$ cat src/rtl/mem_stage_access_ctrl_if.sv
// Bus bundle between the EX/MEM register, the MEM-stage access controller and the data cache.
// The controller takes the slave view; the pipeline/cache environment takes the master view.
interface mem_stage_access_ctrl_if;
  logic        dmemREN_EX_MEM;
  logic        dmemWEN_EX_MEM;
  logic [31:0] dmemaddr_EX_MEM;
  logic [31:0] dmemstore_EX_MEM;
  logic        halt_EX_MEM;
  logic        dhit;
  logic [31:0] dmemload;
  logic        dmemREN;
  logic        dmemWEN;
  logic [31:0] dmemaddr;
  logic [31:0] dmemstore;

  modport slave (
    input  dmemREN_EX_MEM, dmemWEN_EX_MEM, dmemaddr_EX_MEM, dmemstore_EX_MEM, halt_EX_MEM,
    input  dhit, dmemload,
    output dmemREN, dmemWEN, dmemaddr, dmemstore
  );

  modport master (
    output dmemREN_EX_MEM, dmemWEN_EX_MEM, dmemaddr_EX_MEM, dmemstore_EX_MEM, halt_EX_MEM,
    output dhit, dmemload,
    input  dmemREN, dmemWEN, dmemaddr, dmemstore
  );
endinterface

$ cat src/rtl/mem_stage_access_ctrl.sv
// MEM-stage data-cache access controller: one cache access per instruction, stall until dhit,
// load capture for MEM/WB, sticky halt, timeout flag and saturating stall/access counters.
module mem_stage_access_ctrl #(
  parameter int CNT_W   = 32,
  parameter int TIMEOUT = 64
) (
  input  logic                 CLK,
  input  logic                 nRST,
  mem_stage_access_ctrl_if.slave bus,
  output logic                 stall_MEM,
  output logic [31:0]          load_data_MEM,
  output logic                 mem_done,
  output logic                 halt_out,
  output logic                 timeout_err,
  output logic [CNT_W-1:0]     stall_cnt,
  output logic [CNT_W-1:0]     access_cnt
);
  localparam logic [1:0] IDLE = 2'd0;
  localparam logic [1:0] REQ  = 2'd1;
  localparam logic [1:0] DONE = 2'd2;
  localparam logic [1:0] HALT = 2'd3;

  localparam int              TO_W    = $clog2(TIMEOUT + 1);
  localparam logic [TO_W-1:0] TO_MAX  = TO_W'(TIMEOUT);
  localparam logic [TO_W-1:0] TO_LAST = TO_W'(TIMEOUT - 1);

  logic [1:0]      state_reg, state_next;
  logic            ren_reg, wen_reg;
  logic [31:0]     addr_reg, store_reg;
  logic [TO_W-1:0] to_cnt_reg;
  logic            mem_op;
  logic            in_req;

  assign mem_op = bus.dmemREN_EX_MEM | bus.dmemWEN_EX_MEM;
  assign in_req = (state_reg == REQ);

  // Request lines are only live in REQ so a held EX/MEM entry can never re-trigger the cache.
  assign bus.dmemREN   = in_req & ren_reg;
  assign bus.dmemWEN   = in_req & wen_reg;
  assign bus.dmemaddr  = in_req ? addr_reg  : 32'd0;
  assign bus.dmemstore = in_req ? store_reg : 32'd0;
  assign halt_out      = (state_reg == HALT);

  always_comb begin
    state_next = state_reg;
    stall_MEM  = 1'b0;
    mem_done   = 1'b0;
    case (state_reg)
      IDLE: begin
        // Gated by nRST so the stall line is quiet while the block is held in reset.
        stall_MEM = nRST & mem_op & ~bus.halt_EX_MEM;
        if (bus.halt_EX_MEM)
          state_next = HALT;
        else if (mem_op)
          state_next = REQ;
      end
      REQ: begin
        stall_MEM = ~bus.dhit;
        if (bus.dhit)
          state_next = DONE;
      end
      DONE: begin
        mem_done   = 1'b1;
        state_next = IDLE;
      end
      default: state_next = HALT;
    endcase
  end

  always_ff @(posedge CLK or negedge nRST) begin
    if (!nRST) begin
      state_reg     <= IDLE;
      ren_reg       <= 1'b0;
      wen_reg       <= 1'b0;
      addr_reg      <= 32'd0;
      store_reg     <= 32'd0;
      load_data_MEM <= 32'd0;
    end else begin
      state_reg <= state_next;
      if (state_reg == IDLE && !bus.halt_EX_MEM && mem_op) begin
        // A simultaneous read and write is issued as a write only.
        ren_reg   <= bus.dmemREN_EX_MEM & ~bus.dmemWEN_EX_MEM;
        wen_reg   <= bus.dmemWEN_EX_MEM;
        addr_reg  <= bus.dmemaddr_EX_MEM;
        store_reg <= bus.dmemstore_EX_MEM;
      end
      if (in_req && bus.dhit && ren_reg)
        load_data_MEM <= bus.dmemload;
    end
  end

  always_ff @(posedge CLK or negedge nRST) begin
    if (!nRST) begin
      to_cnt_reg  <= '0;
      timeout_err <= 1'b0;
    end else begin
      if (state_reg == IDLE && state_next == REQ)
        to_cnt_reg <= '0;
      else if (in_req && !bus.dhit && to_cnt_reg != TO_MAX) begin
        to_cnt_reg <= to_cnt_reg + TO_W'(1);
        if (to_cnt_reg == TO_LAST)
          timeout_err <= 1'b1;
      end
    end
  end

  always_ff @(posedge CLK or negedge nRST) begin
    if (!nRST) begin
      stall_cnt  <= '0;
      access_cnt <= '0;
    end else begin
      if (stall_MEM && stall_cnt != '1)
        stall_cnt <= stall_cnt + CNT_W'(1);
      if (mem_done && access_cnt != '1)
        access_cnt <= access_cnt + CNT_W'(1);
    end
  end
endmodule

$ cat src/flat_wrapper.sv
// flat-port wrapper written by rule: the top's interface ports become plain ports
module mem_stage_access_ctrl_flat 
#(
  parameter int CNT_W   = 32,
  parameter int TIMEOUT = 64
)
  (CLK, nRST, stall_MEM, load_data_MEM, mem_done, halt_out, timeout_err, stall_cnt, access_cnt, bus_dmemREN_EX_MEM, bus_dmemWEN_EX_MEM, bus_dmemaddr_EX_MEM, bus_dmemstore_EX_MEM, bus_halt_EX_MEM, bus_dhit, bus_dmemload, bus_dmemREN, bus_dmemWEN, bus_dmemaddr, bus_dmemstore);
  mem_stage_access_ctrl_if bus_i ();
  input  logic CLK;
  input  logic nRST;
  output logic stall_MEM;
  output logic [31:0] load_data_MEM;
  output logic mem_done;
  output logic halt_out;
  output logic timeout_err;
  output logic [CNT_W-1:0] stall_cnt;
  output logic [CNT_W-1:0] access_cnt;
  input wire logic [$bits(bus_i.dmemREN_EX_MEM)-1:0] bus_dmemREN_EX_MEM;
  input wire logic [$bits(bus_i.dmemWEN_EX_MEM)-1:0] bus_dmemWEN_EX_MEM;
  input wire logic [$bits(bus_i.dmemaddr_EX_MEM)-1:0] bus_dmemaddr_EX_MEM;
  input wire logic [$bits(bus_i.dmemstore_EX_MEM)-1:0] bus_dmemstore_EX_MEM;
  input wire logic [$bits(bus_i.halt_EX_MEM)-1:0] bus_halt_EX_MEM;
  input wire logic [$bits(bus_i.dhit)-1:0] bus_dhit;
  input wire logic [$bits(bus_i.dmemload)-1:0] bus_dmemload;
  output wire logic [$bits(bus_i.dmemREN)-1:0] bus_dmemREN;
  output wire logic [$bits(bus_i.dmemWEN)-1:0] bus_dmemWEN;
  output wire logic [$bits(bus_i.dmemaddr)-1:0] bus_dmemaddr;
  output wire logic [$bits(bus_i.dmemstore)-1:0] bus_dmemstore;
  assign bus_i.dmemREN_EX_MEM = bus_dmemREN_EX_MEM;
  assign bus_i.dmemWEN_EX_MEM = bus_dmemWEN_EX_MEM;
  assign bus_i.dmemaddr_EX_MEM = bus_dmemaddr_EX_MEM;
  assign bus_i.dmemstore_EX_MEM = bus_dmemstore_EX_MEM;
  assign bus_i.halt_EX_MEM = bus_halt_EX_MEM;
  assign bus_i.dhit = bus_dhit;
  assign bus_i.dmemload = bus_dmemload;
  assign bus_dmemREN = bus_i.dmemREN;
  assign bus_dmemWEN = bus_i.dmemWEN;
  assign bus_dmemaddr = bus_i.dmemaddr;
  assign bus_dmemstore = bus_i.dmemstore;
  mem_stage_access_ctrl #(.CNT_W(CNT_W), .TIMEOUT(TIMEOUT)) u_core (.CLK(CLK), .nRST(nRST), .bus(bus_i), .stall_MEM(stall_MEM), .load_data_MEM(load_data_MEM), .mem_done(mem_done), .halt_out(halt_out), .timeout_err(timeout_err), .stall_cnt(stall_cnt), .access_cnt(access_cnt));
endmodule
$ cat config.mk
export PLATFORM = sky130hd
export DESIGN_NAME = mem_stage_access_ctrl_flat
export DESIGN_NICKNAME = d
export VERILOG_FILES = /design/src/rtl/mem_stage_access_ctrl_if.sv /design/src/rtl/mem_stage_access_ctrl.sv /design/src/flat_wrapper.sv
export SDC_FILE = /design/constraint.sdc
export NUM_CORES = 1
export LEC_CHECK = 0
export ABC_CLOCK_PERIOD_IN_PS = 2700
export CORE_MARGIN = 8
export CORE_UTILIZATION = 46
export CTS_CLUSTER_SIZE = 10
export DETAILED_ROUTE_END_ITERATION = 16
export HOLD_SLACK_MARGIN = 0.1
export PLACE_DENSITY = 0.81
export SYNTH_ARGS = -nofsm -noshare
export SYNTH_HDL_FRONTEND = slang
export SYNTH_SLANG_ARGS = --single-unit
$ cat constraint.sdc
create_clock -name CLK -period 2.7 [get_ports CLK]
set_input_delay 0.81 -clock CLK [delete_from_list [all_inputs] [get_ports CLK]]
set_output_delay 0.81 -clock CLK [all_outputs]
set_load 0.005 [all_outputs]
==> results of run 1 <==
repair_timing:
item,CTS,global route
resized for setup,77,4
buffers inserted,2,1
pin swaps,1,2
setup endpoints to repair,67,3
cloned,1,0
hold endpoints to repair,0,0
power groups by stage:
stage | Sequential, mW | Combinational [mW] | Clock, mW
finish | 3.89 | 3.32 | 2.55
global route | 4.01 | 3.60 | 2.69
CTS | 3.89 | 3.42 | 2.61
detailed placement | 3.93 | 3.53 | 0
global placement | 3.87 | 3.47 | 0
floorplan | 3.87 | 1.52 | 0
worst max-delay path, cell delays in order:
cell and delay [ns]:
clkdlybuf4s50_1 0.46, nor3b_2 0.23, o21ba_4 0.20, inv_4 0.06, buf_6 0.09
cell usage after synthesis, types with 2 or more instances:
cell	number	area, um2
buf_1	4	15.0
and4_1	12	105
xor2_1	17	149
ha_1	4	50.1
dfrtp_1	172	4300
xnor2_1	48	420
nor4_1	3	18.8
nor3_1	5	25.0
a21oi_1	8	40.0
nor2_1	20	75.1
mux2_2	99	1110
and2_1	74	463
nand3_1	34	170
or3_1	2	12.5
nand2_1	22	82.6
clkbuf_1	10	37.5
nor4_2	2	25.0
inv_1	6	22.5
nand4_1	25	156
nand4b_1	3	26.3
and3_1	20	125
buf_2	6	30.0
logic make-up after synthesis:
kind of cell | count (synthesis)
and+or+nand+nor | 231
DFF | 172
muxes | 100
xor gates and xnor gates | 65
buffers and inverters | 29
AOI/OAI and AO/OA | 18
adders and majority gates | 4
cells in the final DEF (no fill, tap or decap), drive strengths merged, types with 2 or more instances in the layout:
cell type,count
and2,74
and3,20
nor2,20
mux2,99
a211oi,2
xnor2,48
nand3,34
clkinv,4
nand2,22
clkinvlp,2
o31ai,2
clkbuf,21
or3,2
nand4b,4
dlygate4sd2,66
nor4,6
nand4,25
nor3,5
bufinv,3
dfrtp,172
a21oi,8
inv,11
and4,12
clkdlybuf4s50,198
ha,4
buf,26
xor2,17
area by class of cell:
| type | count | area, um2 | share of cell area |
|---|---|---|---|
| Inverter | 8 | 32.5 | 0.00286 |
| Tap cell | 220 | 275 | 0.0242 |
| Multi-Input combinational cell | 418 | 3320 | 0.292 |
| Clock buffer | 20 | 457 | 0.0402 |
| Clock inverter | 12 | 161 | 0.0142 |
| Sequential cell | 172 | 4300 | 0.378 |
| Timing Repair Buffer | 291 | 2820 | 0.248 |
worst max path at each step:
stage	to	cells after the start	slack, ns	from
floorplan	stall_MEM	4	0.23	bus_halt_EX_MEM
global placement	stall_MEM	5	-0.63	bus_halt_EX_MEM
detailed placement	stall_MEM	5	-0.65	bus_halt_EX_MEM
CTS	stall_MEM	5	-0.05	bus_halt_EX_MEM
global route	stall_MEM	5	0.002	bus_dhit
finish	stall_MEM	5	0.03	bus_dhit
layer usage:
layer,part of all wire,GRT usage,routed length (um),up-vias
li1,-,-,-,2755
met1,0.44,0.248,9210,2851
met2,0.49,0.334,10200,181
met3,0.057,0.0541,1190,26
met4,0.016,0.0578,340,0
met5,0,0,0,-
==> qor.yml, run 1 <==
run_status:
  outcome: "completed"
clocking:
  cts_tree: "built"
  cts_max_path_buffers: 2
  cts_num_sinks: 172
  clkSlewWorstSetupHoldPaths_ns: 0.06
  clk_latency_ns: 0.43
  cts_max_level: 4
  cts_made_buffers: 17
  cts-root-buf: "clkbuf_16"
  ctsHoldBuffers: 0
placement:
  place.gp.congestion: 0.789
  pre_cts_ws_ns: -0.649
  io_buffers: 267
  dpl_cell_area_mm2: 0.0108
  hpwl_um: 15400
  post-place-cells: 1106
timing:
  rsz0062_at_grt: "no"
  max_slew_margin: 0.414
  hold_ws_ns: 0.473
  period_share: 0.989
  hold_viol_final: 0
  tns_ns: 0
  fin_ws_ns: 0.0297
  final-max-slew-violation-count: 0
  fmax_ghz: 0.374
  layout_min_cycle_time_ns: 2.67
  tightest_slew_ns: 0.879
  worst_clock_skew_ns: 0.0116
  setup_viol_count_final: 0
pwr:
  powerDensity_mw_per_mm2: 858
  peakVddDrop_v: 0.000442
  clkPwrFrac: 0.261
  p_leak_nw: 5.11
  power_switching_share: 0.281
  power_mw: 9.76
  power_frac_comb: 0.340
  power_switching_mw: 2.74
  p_seq_frac: 0.399
  internal-power_mw: 7.02
synth:
  synth_edf_count: 0
  yosysWarnings: 0
  synthCells: 619
  synth-async-reset-ratio: 1.00
  syn_area_per_cell_um2: 12.5
  synth-compound-area-share: 0.0216
  synth_fp_nets: 725
  synth.distinct_cells: 45
  synth-simple-area-share: 0.179
  synth-main-ff-cell: "dfrtp_1"
  synthAdderAreaFrac: 0.00648
  synth_xor_xnor_area_share: 0.0737
  ys_seq_elements: 172
  muxShareOfSynthArea: 0.146
  yosysSeqAreaShare: 0.557
  netlist_area_mm2: 0.00772
  synth_top_family_by_area: "simple AND/OR/NAND/NOR gates"
setup_path:
  reg2reg_depth: 5
  cp_max_fo: 3
  path_class: "in -> out"
  r2r-end: "u_core.stall_cnt[1]$_DFFE_PN0P_"
  regToRegSetupSlack_ns: 0.43
  r2r_start: "u_core.stall_cnt[0]$_DFFE_PN0P_"
  required_ns: 1.89
  cp.arrival_ns: 1.86
  crit_path_end_kind: "primary output"
  start_kind: "input port"
min_path:
  holdPathEnd: "u_core.timeout_err$_DFFE_PN0P_"
  hold_path.class: "reg -> reg"
  min_from: "u_core.timeout_err$_DFFE_PN0P_"
  hold_depth: 1
routing:
  avgRoutedWirePerCell_um: 18.4
  first_pass_iters: 4
  ant_nets: 0
  via_per_inst: 5.09
  drt_iter0_markers: 228
  vias: 5813
  routed_wl_um: 20900
  drc: 0
floorplan:
  initial_core_util: 0.467
  fp.dieArea_mm2: 0.0212
  core-area_mm2: 0.0165
  chipHeight_um: 146
  core.rowCount: 47
  io_pins: 268
  die_w_um: 146
global_routing:
  grt_first_pass_wirelength_um: 33700
  antenna_found_initial: 0
  overflow: 0
  grt_pass1_vias: 6032
  grt_start_max_net_pins: 68
  grt.total_usage: 0.199
cells_and_area:
  antenna_cells: 0
  fill_cells: 1257
  drive_gt1_frac: 0.187
  final_util: 0.688
  stdcell_area_mm2: 0.0114
  areaGrowthSynthToFinish_pct: 47.3
  fin_cells: 1141
  final_nets: 1014
flow_run:
  cap_violations: 0
No activity file was read; power rests on OpenSTA's default activity.
==> inputs of run 2 (changes only) <==
--- a/config.mk
+++ b/config.mk
@@ -5,13 +5,13 @@
 export SDC_FILE = /design/constraint.sdc
 export NUM_CORES = 1
 export LEC_CHECK = 0
-export ABC_CLOCK_PERIOD_IN_PS = 2700
+export ABC_CLOCK_PERIOD_IN_PS = 3450
 export CORE_MARGIN = 8
-export CORE_UTILIZATION = 46
+export CORE_UTILIZATION = 49
 export CTS_CLUSTER_SIZE = 10
 export DETAILED_ROUTE_END_ITERATION = 16
 export HOLD_SLACK_MARGIN = 0.1
-export PLACE_DENSITY = 0.81
+export PLACE_DENSITY = 0.86
 export SYNTH_ARGS = -nofsm -noshare
 export SYNTH_HDL_FRONTEND = slang
 export SYNTH_SLANG_ARGS = --single-unit
==> constraint.sdc (replaced) <==
create_clock -name CLK -period 3.45 [get_ports CLK]
set_input_delay 1.035 -clock CLK [delete_from_list [all_inputs] [get_ports CLK]]
set_output_delay 1.035 -clock CLK [all_outputs]
set_load 0.005 [all_outputs]
==> run 2 against run 1 <==
  * Utilization rose by 3.5 points
  * Global-route usage increased by 1.3 points
  * Worst hold slack improved by 0.0066 ns
  * Largest power group unchanged
  * Wire length increased by 1.6%
  * Cell count down 1.1%
  * Combinational power fell by 19%
  * First-iteration DRC count grew 27%
  * Register-to-register slack improved by 0.60 ns
  * Clock-buffer cell count fell by 2
  * Via count about the same
==> qor.yml, run 2 (same netlist as run 1, synthesis figures left out) <==
floorplan:
  io_pins: 268  # unchanged
  die_w_um: 142  # -2.8%
  chipHeight_um: 142  # -2.8%
  core-area_mm2: 0.0157  # -5.3%
  core.rowCount: 46  # -2.1%
  initial_core_util: 0.493  # +0.0260
  fp.dieArea_mm2: 0.0200  # -5.5%
setup_path:
  crit_slowest_cell: "clkdlybuf4s50_1"
  cp_max_fo: 67  # +64
  required_ns: 2.41  # +0.52 ns
  crit_path_end_kind: "primary output"
  slowest_delay_ns: 0.61  # +0.15 ns
  cp_cell_sequence: "nor2b_2 > buf_12 > and2_1 > clkdlybuf4s50_1"
  cp.arrival_ns: 2.21  # +0.35 ns
  start_kind: "flop"
  path_class: "reg -> out"
  path_delay_family: "buffers and inverters"
  critPathBufInv: 2  # -1
placement:
  post-place-cells: 1097  # -0.81%
  place.gp.congestion: 0.842  # +6.8%
  hpwl_um: 15700  # +2.3%
  io_buffers: 267  # unchanged
routing:
  ant_nets: 0  # unchanged
  avgRoutedWirePerCell_um: 18.8  # +2.7%
  vias: 5809  # -0.069%
  drc: 0  # unchanged
  routed_wl_um: 21300  # +1.6%
  first_pass_iters: 5  # +1
  via_per_inst: 5.15  # +0.99%
  drt_iter0_markers: 289  # +27%
timing:
  tightest_slew_ns: 1.06  # +0.181 ns
  hold_viol_final: 0  # unchanged
  rsz0062_at_grt: "no"
  worst_clock_skew_ns: 0.00988  # -0.00176 ns
  max_slew_margin: 0.288  # -0.126
  fmax_ghz: 0.308
  layout_min_cycle_time_ns: 3.25
  final-max-slew-violation-count: 0  # unchanged
  tns_ns: 0  # unchanged
  period_share: 0.942
  setup_viol_count_final: 0  # unchanged
clocking:
  cts_made_buffers: 17  # unchanged
  clkSlewWorstSetupHoldPaths_ns: 0.06  # about the same
  cts_tree: "built"
  clk_latency_ns: 0.42  # about the same
  cts-root-buf: "clkbuf_16"
  cts_max_level: 4  # unchanged
  cts_max_path_buffers: 2  # unchanged
  cts_num_sinks: 172  # unchanged
  ctsHoldBuffers: 0  # unchanged
pwr:
  power_mw: 7.67  # -21%
  p_leak_nw: 4.76  # -6.9%
  peakVddDrop_v: 0.000360  # -19%
  powerDensity_mw_per_mm2: 677  # -21%
cells_and_area:
  layout_commonest_cell: "clkdlybuf4s50_1"
  final_util: 0.724  # +0.0353
  fin_cells: 1129  # -1.1%
  drive_gt1_frac: 0.177  # -0.00932
  final_cell_mix: "264 x clkdlybuf4s50_1, 172 x dfrtp_1, 99 x mux2_2"
  areaGrowthSynthToFinish_pct: 46.7
  antenna_cells: 0  # unchanged
  final_nets: 1006  # -0.79%
min_path:
  hold_path.class: "reg -> reg"
run_status:
  outcome: "completed"
global_routing:
  overflow: 0  # unchanged
  grt_pass1_vias: 5788  # -4.0%
  grt_first_pass_wirelength_um: 33000  # -2.2%
  antenna_found_initial: 0  # unchanged
  grt_start_max_net_pins: 68  # unchanged
  grt.total_usage: 0.212  # +0.0127
flow_run:
  cap_violations: 0  # unchanged
run 2: changes by cell type in the layout (fill, tap and decap cells not counted), sizes merged:
cell           delta
clkdlybuf4s50    +66
dlygate4sd2      -66
buf               -8
clkbuf            -3
clkinvlp          +2
inv               +2
bufinv            -1
clkinv            -1
dlymetal6s2s      +1
run 2: layer usage:
layer	global-route usage	vias to the layer above	share of wire	wire length, um
met5	0	-	0	0
met4	0.0729	0	0.019	408
met3	0.0491	31	0.070	1500
met2	0.354	228	0.50	10600
met1	0.266	2816	0.41	8770
li1	-	2734	-	-
run 2: metrics by stage:
stage / area (um2) / setup WS [ns] / hold slack [ns]
floorplan: 7720 / 0.527 / 0.468
global placement: 10700 / -0.328 / 0.464
detailed placement: 10700 / -0.346 / 0.464
CTS: 11300 / 0.0101 / 0.482
global route: 11300 / 0.102 / 0.488
finish: 11300 / 0.201 / 0.480
run 2: final cells by class:
cell class / count / area (um2)
flip-flops and latches: 172 / 4300
clock buffers: 18 / 429
clock inverters: 14 / 156
well taps: 216 / 270
inverters: 8 / 31.3
multi-input cells: 418 / 3310
fillers: 1090 / 4330
repair buffers: 283 / 2820
run 2: where the power goes:
| group | internal, mW | switching (mW) |
|---|---|---|
| sequential | 2.68 | 0.394 |
| combinational | 1.73 | 0.963 |
| clock | 1.08 | 0.824 |
run 2: path summary, 6_finish.rpt:
kind                                                  start                          endpoint  slack, ns  cells past startpoint
hold reg to reg              u_core.timeout_err$_DFFE_PN0P_    u_core.timeout_err$_DFFE_PN0P_       0.48                      1
min in group asynchronous                              nRST  u_core.stall_cnt[22]$_DFFE_PN0P_       0.71                      2
max in group asynchronous                              nRST  u_core.store_reg[18]$_DFFE_PN0P_       1.47                      3
setup reg to reg           u_core.access_cnt[0]$_DFFE_PN0P_  u_core.access_cnt[1]$_DFFE_PN0P_       1.03                      6
hold / removal               u_core.timeout_err$_DFFE_PN0P_    u_core.timeout_err$_DFFE_PN0P_       0.48                      1
setup / recovery              u_core.state_reg[0]$_DFF_PN0_                       bus_dmemREN       0.20                      4
run 2: repair_timing:
item	4_1_cts	5_1_grt
resized for setup	7	2
setup endpoints to repair	1	1
pin swaps	2	0
endpoints found under the hold margin	0	0
setup buffers	0	0
==> inputs of run 3 (changes only) <==
--- a/config.mk
+++ b/config.mk
@@ -5,13 +5,14 @@
 export SDC_FILE = /design/constraint.sdc
 export NUM_CORES = 1
 export LEC_CHECK = 0
-export ABC_CLOCK_PERIOD_IN_PS = 3450
+export ABC_CLOCK_PERIOD_IN_PS = 2900
 export CORE_MARGIN = 8
-export CORE_UTILIZATION = 49
+export CORE_UTILIZATION = 41
 export CTS_CLUSTER_SIZE = 10
 export DETAILED_ROUTE_END_ITERATION = 16
 export HOLD_SLACK_MARGIN = 0.1
-export PLACE_DENSITY = 0.86
+export PLACE_DENSITY = 0.77
+export SKIP_LAST_GASP = 1
 export SYNTH_ARGS = -nofsm -noshare
 export SYNTH_HDL_FRONTEND = slang
 export SYNTH_SLANG_ARGS = --single-unit
==> constraint.sdc (replaced) <==
create_clock -name CLK -period 2.9 [get_ports CLK]
set_input_delay 0.87 -clock CLK [delete_from_list [all_inputs] [get_ports CLK]]
set_output_delay 0.87 -clock CLK [all_outputs]
set_load 0.005 [all_outputs]
==> run 3 against run 2 <==
  * Sequential cell count unchanged
  * Die area increased by 17%
  * Clock power increased by 23%
  * Wire length decreased by 2.0%
  * Worst hold slack got worse by 0.12 ns
  * Largest power group unchanged
==> qor.yml, run 3 (same netlist as run 1, synthesis figures left out) <==
setup_path:
  path_class: "reg -> out"
  cp_max_fo: 26  # -61%
  crit_path_end_kind: "primary output"
  r2r-end: "u_core.access_cnt[1]$_DFFE_PN0P_"
  start_kind: "flop"
  regToRegSetupSlack_ns: 0.58  # -0.45 ns
  cp.arrival_ns: 2.02  # -0.19 ns
  crit_slowest_cell: "clkdlybuf4s50_1"
  startpoint: "u_core.state_reg[1]$_DFF_PN0_"
  reg2reg_depth: 6  # unchanged
  cp_cell_sequence: "buf_6 > nor2b_4 > buf_12 > and2_1 > clkdlybuf4s50_1"
  critPathBufInv: 3  # +1
  r2r_start: "u_core.access_cnt[0]$_DFFE_PN0P_"
  required_ns: 2.03  # -0.38 ns
  slowest_delay_ns: 0.54  # -0.07 ns
  path_delay_family: "buffers and inverters"
pwr:
  power_frac_comb: 0.357  # +0.006
  power_switching_mw: 2.61  # +20%
  power_switching_share: 0.282  # -0.00248
  peakVddDrop_v: 0.000484  # +35%
  powerDensity_mw_per_mm2: 805  # +19%
  internal-power_mw: 6.64  # +21%
  power_mw: 9.25  # +21%
  p_leak_nw: 4.96  # +4.2%
  clkPwrFrac: 0.252  # +0.004
  p_seq_frac: 0.391  # -0.010
cells_and_area:
  final_nets: 1015  # +0.89%
  areaGrowthSynthToFinish_pct: 48.9
  fin_cells: 1156  # +2.4%
  drive_gt1_frac: 0.190  # +0.0124
  final_cell_mix: "250 x clkdlybuf4s50_1, 172 x dfrtp_1, 99 x mux2_2"
  layout_commonest_cell: "clkdlybuf4s50_1"
  antenna_cells: 0  # unchanged
  stdcell_area_mm2: 0.0115  # +1.5%
clocking:
  cts-root-buf: "clkbuf_16"
  clk_latency_ns: 0.42  # about the same
  cts_max_level: 4  # unchanged
  cts_max_path_buffers: 2  # unchanged
  clkSlewWorstSetupHoldPaths_ns: 0.07  # about the same
  cts_made_buffers: 17  # unchanged
  cts_tree: "built"
  cts_num_sinks: 172  # unchanged
global_routing:
  antenna_found_initial: 0  # unchanged
  grt_pass1_vias: 5903  # +2.0%
  grt_first_pass_wirelength_um: 33200  # +0.56%
  grt_start_max_net_pins: 165  # +140%
  grt.total_usage: 0.176  # -0.0359
  overflow: 0  # unchanged
placement:
  dpl_cell_area_mm2: 0.0108  # +0.89%
  hpwl_um: 15100  # -4.1%
  io_buffers: 267  # unchanged
  pre_cts_ws_ns: -0.641  # -0.294 ns
  post-place-cells: 1119  # +2.0%
  place.gp.congestion: 0.787  # -6.5%
floorplan:
  initial_core_util: 0.416  # -0.0777
  fp.dieArea_mm2: 0.0235  # +17%
  chipHeight_um: 153  # +8.3%
  die_w_um: 153  # +8.3%
  core-area_mm2: 0.0186  # +19%
  core.rowCount: 50  # +8.7%
  io_pins: 268  # unchanged
routing:
  routed_wl_um: 20800  # -2.0%
  first_pass_iters: 4  # -1
  vias: 5779  # -0.52%
  ant_nets: 0  # unchanged
  drc: 0  # unchanged
  avgRoutedWirePerCell_um: 18.0  # -4.3%
  via_per_inst: 5.00  # -2.8%
  drt_iter0_markers: 291  # +0.69%
timing:
  hold_ws_ns: 0.357  # -0.123 ns
  worst_clock_skew_ns: 0.00882  # -0.00106 ns
  fmax_ghz: 0.346
  fin_ws_ns: 0.0107  # -0.190 ns
  max_slew_margin: 0.425  # +0.137
  layout_min_cycle_time_ns: 2.89
  hold_viol_final: 0  # unchanged
  tightest_slew_ns: 0.862  # -0.198 ns
  rsz0062_at_grt: "yes"
  setup_viol_count_final: 0  # unchanged
  final-max-slew-violation-count: 0  # unchanged
  period_share: 0.996
flow_run:
  cap_violations: 0  # unchanged
run_status:
  outcome: "completed"
min_path:
  hold_path.class: "in -> async"
==> run 3: cell count changes in the layout (fill, tap and decap cells not counted), sizes merged <==
cell           change
clkbuf             +2
clkinvlp           -3
dlymetal6s2s       +5
buf                +9
dlygate4sd2        +8
clkdlybuf4s50     -14
clkinv             +2
==> run 3: power groups by stage <==
stage | clock [mW] | combinational, mW | sequential [mW]
after floorplan | 0 | 1.41 | 3.61
final | 2.33 | 3.30 | 3.62
after global routing | 2.50 | 3.56 | 3.73
after detailed placement | 0 | 3.29 | 3.66
after CTS | 2.41 | 3.39 | 3.62
after global placement | 0 | 3.24 | 3.61
==> run 3: how the worst max path moves through the flow <==
| stage | slack [ns] | to | cells past startpoint |
|---|---|---|---|
| after CTS | -0.06 | stall_MEM | 5 |
| after global routing | -0.08 | bus_dmemaddr[26] | 5 |
| after floorplan | 0.31 | stall_MEM | 4 |
| final | 0.01 | bus_dmemaddr[26] | 5 |
| after global placement | -0.60 | stall_MEM | 5 |
| after detailed placement | -0.64 | stall_MEM | 5 |
==> run 3: stage by stage <==
step                setup TNS (ns)   util
CTS                         -0.855  0.619
global placement             -1.53  0.582
global route                 -1.58  0.619
finish                           0  0.619
detailed placement           -2.51  0.582
floorplan                        0      -
==> run 3: layout make-up <==
| cell class | instances | area, um2 |
|---|---|---|
| Timing Repair Buffer | 292 | 2930 |
| Sequential cell | 172 | 4300 |
| Multi-Input combinational cell | 418 | 3320 |
| Clock buffer | 19 | 453 |
| Inverter | 8 | 35.0 |
| Clock inverter | 13 | 154 |
| Tap cell | 234 | 293 |
| Fill cell | 1504 | 7080 |
==> run 3: metal layers <==
metal | global-route usage | share of wire | vias to the layer above
met5 | 0 | 0 | -
met4 | 0.0542 | 0.017 | 0
met3 | 0.0471 | 0.064 | 25
met2 | 0.288 | 0.48 | 200
met1 | 0.225 | 0.44 | 2802
li1 | - | - | 2752
==> run 3: repair_timing <==
item,in CTS,in global routing
hold endpoints to repair,0,0
hold buffers,0,0
setup buffers,3,2
resized for setup,23,9
gates cloned,1,0
endpoints found under the setup margin,48,59
pin swaps,1,4
